<file path="src/rtl/pb_debounce.sv">
// Pushbutton/switch debouncer: two-flop synchronizer, stability counter and a four-state FSM
// producing a clean level plus one-clock rise/fall ticks.
module pb_debounce #(
  parameter int unsigned STABLE_CYCLES = 500000,
  parameter int unsigned CNT_W         = 20
) (
  input  logic clk,
  input  logic reset,
  input  logic pb_in,
  output logic db_level,
  output logic rise_tick,
  output logic fall_tick
);

  typedef enum logic [1:0] {
    StLow,
    StWaitHigh,
    StHigh,
    StWaitLow
  } state_e;

  localparam logic [CNT_W-1:0] LastCnt = CNT_W'(STABLE_CYCLES - 1);

  logic             r_sync_0;
  logic             r_sync_1;
  state_e           r_state;
  state_e           w_state_nxt;
  logic [CNT_W-1:0] r_count;
  logic [CNT_W-1:0] w_count_nxt;
  logic             r_rise;
  logic             r_fall;
  logic             w_rise_nxt;
  logic             w_fall_nxt;

  always_ff @(posedge clk) begin
    if (reset) begin
      r_sync_0 <= 1'b0;
      r_sync_1 <= 1'b0;
      r_state  <= StLow;
      r_count  <= '0;
      r_rise   <= 1'b0;
      r_fall   <= 1'b0;
    end else begin
      r_sync_0 <= pb_in;
      r_sync_1 <= r_sync_0;
      r_state  <= w_state_nxt;
      r_count  <= w_count_nxt;
      r_rise   <= w_rise_nxt;
      r_fall   <= w_fall_nxt;
    end
  end

  // Counter is cleared on WAIT entry and leaves WAIT at LastCnt, so it never wraps.
  always_comb begin
    w_state_nxt = r_state;
    w_count_nxt = r_count;
    w_rise_nxt  = 1'b0;
    w_fall_nxt  = 1'b0;
    unique case (r_state)
      StLow: begin
        if (r_sync_1) begin
          w_state_nxt = StWaitHigh;
          w_count_nxt = '0;
        end
      end
      StWaitHigh: begin
        if (!r_sync_1) begin
          w_state_nxt = StLow;
        end else if (r_count == LastCnt) begin
          w_state_nxt = StHigh;
          w_rise_nxt  = 1'b1;
        end else begin
          w_count_nxt = r_count + CNT_W'(1);
        end
      end
      StHigh: begin
        if (!r_sync_1) begin
          w_state_nxt = StWaitLow;
          w_count_nxt = '0;
        end
      end
      StWaitLow: begin
        if (r_sync_1) begin
          w_state_nxt = StHigh;
        end else if (r_count == LastCnt) begin
          w_state_nxt = StLow;
          w_fall_nxt  = 1'b1;
        end else begin
          w_count_nxt = r_count + CNT_W'(1);
        end
      end
      default: begin
        w_state_nxt = StLow;
        w_count_nxt = '0;
      end
    endcase
  end

  // Level is high in HIGH and while a release is still being qualified.
  assign db_level  = (r_state == StHigh) || (r_state == StWaitLow);
  assign rise_tick = r_rise;
  assign fall_tick = r_fall;

endmodule

</file>
<file path="config.mk">
export PLATFORM = sky130hd
export DESIGN_NAME = pb_debounce
export DESIGN_NICKNAME = d
export VERILOG_FILES = /design/src/rtl/pb_debounce.sv
export SDC_FILE = /design/constraint.sdc
export NUM_CORES = 1
export LEC_CHECK = 0
export CORE_MARGIN = 3
export CORE_UTILIZATION = 65
export CTS_BUF_LIST = sky130_fd_sc_hd__clkbuf_4 sky130_fd_sc_hd__clkbuf_8
export DETAILED_ROUTE_END_ITERATION = 8
export PLACE_DENSITY = 0.85
export SLEW_MARGIN = 20
export SYNTH_ARGS = -nofsm -noshare
export SYNTH_HDL_FRONTEND = slang
export SYNTH_SLANG_ARGS = --single-unit
</file>
<file path="constraint.sdc">
create_clock -name clk -period 5.54 [get_ports clk]
set_input_delay 0.831 -clock clk [delete_from_list [all_inputs] [get_ports clk]]
set_output_delay 0.831 -clock clk [all_outputs]
set_load 0.005 [all_outputs]
</file>
==> metrics.md <==
| Metric | Value |
|---|---|
| Outcome | completed |
| Multi-input gate area | about 700 um2 |
| Main synth FF type | dfxtp_1 |
| DR WL/cell | roughly 15 um |
| Req. time, crit path | about 5800 ps |
| Max-cap violation count | 0 |
| Die Y | 50.6 um |
| CP bufs+invs | 2 |
| Final setup fails | 0 |
| IO Count | 6 |
| Top Family by Delay on Critical Path | buffers and inverters |
| Cell area after layout | 0.00135 mm2 |
| WP data arrival | ~2500 ps |
| Largest net degree at the start of global routing | 15 |
| Gates resized, CTS repair | 0 |
| GPL Wtd Cong | 0.906 |
| GRT overflow | 0 |
| Final period util | 0.417 |
| Total CTS buffers | 3 |
| Synthesized instance count | around 140 |
| Min-Delay Path Depth | 1 |
| LEAKAGE | between 0.4 and 0.5 nW |
| Total Nets Final | approximately 150 |
| CTS HTree Levels | 1 |
| Die Width | between 50 and 60 um |
| Setup bufs post-CTS | 0 |
| Fill count | between 100 and 150 |
| CP Max Fanout | 14 |
| Synth unique cells | 44 |
| Setup CP Type | in2reg |
| Worst setup margin | around 3200 ps |
| Min cycle time layout | 2310 ps |
| Setup crit end kind | register |
| WL final | 2.65 mm |
| Worst rel slew slack | 0.631 |
| Starting Density | 0.716 |
| Worst-path cell with the longest stage delay | clkdlybuf4s50_1 |
| Residual DRC | 0 |
| Slew Viols, Final | 0 |
| R2R cell count | 6 |
| RSZ-0062 raised after global routing | no |
| Crit. path cell count | 5 |
| DP Cell Count | 169 |
| Cell chain of the critical path | clkdlybuf4s50_1 > inv_1 > o21ai_1 > nor2_1 > a41o_1 |
| Die Area | about 0.0026 mm2 |
| Synth Net Count | between 100 and 150 |
| Leading cell type in the layout, fill and taps excluded | dfxtp_1 |
| Worst stage delay on the critical path | about 810 ps |
| Vias | ~1,100 |
| # rows | 15 |
| Maximum clock rate | 433 MHz |
| Clock net sink count | 26 |
| CORE AREA | roughly 0.0018 mm2 |
| CTS tree | yes |
| First-pass GRT wire length | between 4 and 5 mm |
| Hpwl dp | approximately 2 mm |
| Placed inst area | 0.00133 mm2 |
| Post-route antenna net violation count | 0 |
| Post-synthesis average cell area | approximately 9 um2 |
| TNS Setup | 0 ps |
| HP Class | reg2reg |
| Yosys reg bits | 26 |
| Endpoints failing hold | 0 |
| Worst-Skew Late Latency | approximately 320 ps |
| Mapped Area | 0.00129 mm2 |
| Non-filler cells, final | 172 |
| Number of port buffers | 5 |
| Vias in the first global route | approximately 1,000 |
| Maximum buffer depth of the clock tree | 2 |
| Worst-path clk slew | roughly 130 ps |
| Ant diodes | 0 |
| GRT Resource Usage Total | 0.234 |
| Worst-margin pin slew | about 550 ps |
| Pre-CTS setup slack | around 2900 ps |
| Area grow syn2layout | 4.85% |
| CTS root buf | clkbuf_4 |
| VDD IR max | about 0.18 mV |
| Startpoint types | input pin |
| Setup Skew | approximately 9.6 ps |
| Power density cells | between 200 and 250 mW/mm2 |
| Post-synth ARST share | 0 |
| Synthesis Warnings | 0 |
| Register area | about 520 um2 |
| # hold bufs at CTS | 0 |
| Routed vias/inst | roughly 6.6 |
| Seq/Total Area, Yosys | 0.403 |
| Layout cells sized above 1 | 0.0612 |
| DR pass1 iterations | 4 |
| EDFF count, synth | 0 |
| Power, Total | between 0.2 and 0.3 mW |
| Initial antenna violation count | 0 |
| DR iter-0 viols | 56 |
| Most frequent cells in the layout | dfxtp_1, nand3_1, nor2_1 |
## path summary, 6_finish.rpt
| path | startpoint | to | slack [ps] |
|---|---|---|---|
| worst max-delay path | reset | r_count[3]$_SDFFE_PP0P_ | 3230 |
| worst min-delay path | r_sync_0$_SDFF_PP0_ | r_sync_1$_SDFF_PP0_ | 450 |
| worst max register to register | r_count[1]$_SDFFE_PP0P_ | r_count[15]$_SDFFE_PP0P_ | 3330 |
| worst min register to register | r_sync_0$_SDFF_PP0_ | r_sync_1$_SDFF_PP0_ | 450 |
## synthesized netlist by cell type, types with 4 or more instances
cell type  number  share of area
dfxtp_1        26           0.40
nand3_1        11          0.043
nor2_1         11          0.032
a21oi_1         9          0.035
nand2_1         9          0.026
and3_1          7          0.034
nand4_1         7          0.034
nor3_1          6          0.023
nor4b_1         5          0.034
inv_1           4          0.012
xnor2_1         4          0.027
xor2_1          4          0.027
## stage by stage
stage | hold WS, ps | utilization
finish | 454 | 0.751
global route | 485 | 0.751
CTS | 460 | 0.751
detailed placement | 431 | 0.738
global placement | 420 | 0.738
floorplan | 414 | -
## metal layers
metal,global-route usage,vias up,wire [um]
met5,0,-,0
met4,0.0852,0,20
met3,0.0356,3,224
met2,0.380,58,1290
met1,0.313,516,1110
li1,-,552,-
## where the power goes
| part | leakage (nW) | internal [mW] | switching, mW |
|---|---|---|---|
| clock network | 0.0138 | 0.0255 | 0.0504 |
| registers | 0.210 | 0.188 | 0.000728 |
| logic | 0.272 | 0.00412 | 0.00766 |
| total | 0.496 | 0.217 | 0.0588 |
## area by class of cell
type | instances | share of cell area
flip-flops and latches | 26 | 0.385
repair buffers | 5 | 0.0370
well taps | 25 | 0.0231
inverters | 4 | 0.0111
clock buffers | 3 | 0.0167
multi-input cells | 109 | 0.527
## state kept, by name (all words and copies together), names as in the netlist, named ones only
| name | count |
|---|---|
| r_sync_0 | 1 |
| r_sync_1 | 1 |
| rise_tick | 1 |
| r_state | 1 |
| fall_tick | 1 |
| r_count | 20 |
## cells by family after synthesis
logic type | count (synthesis) | synth area share
AOI/OAI and AO/OA | 31 | 0.180
xor gates and xnor gates | 8 | 0.0543
adders and majority gates | 1 | 0.00970
buffers and inverters | 9 | 0.0436
DFF | 26 | 0.403
muxes | 2 | 0.0165
and+or+nand+nor | 67 | 0.292
Note: power is estimated with default switching activity, not from simulation.
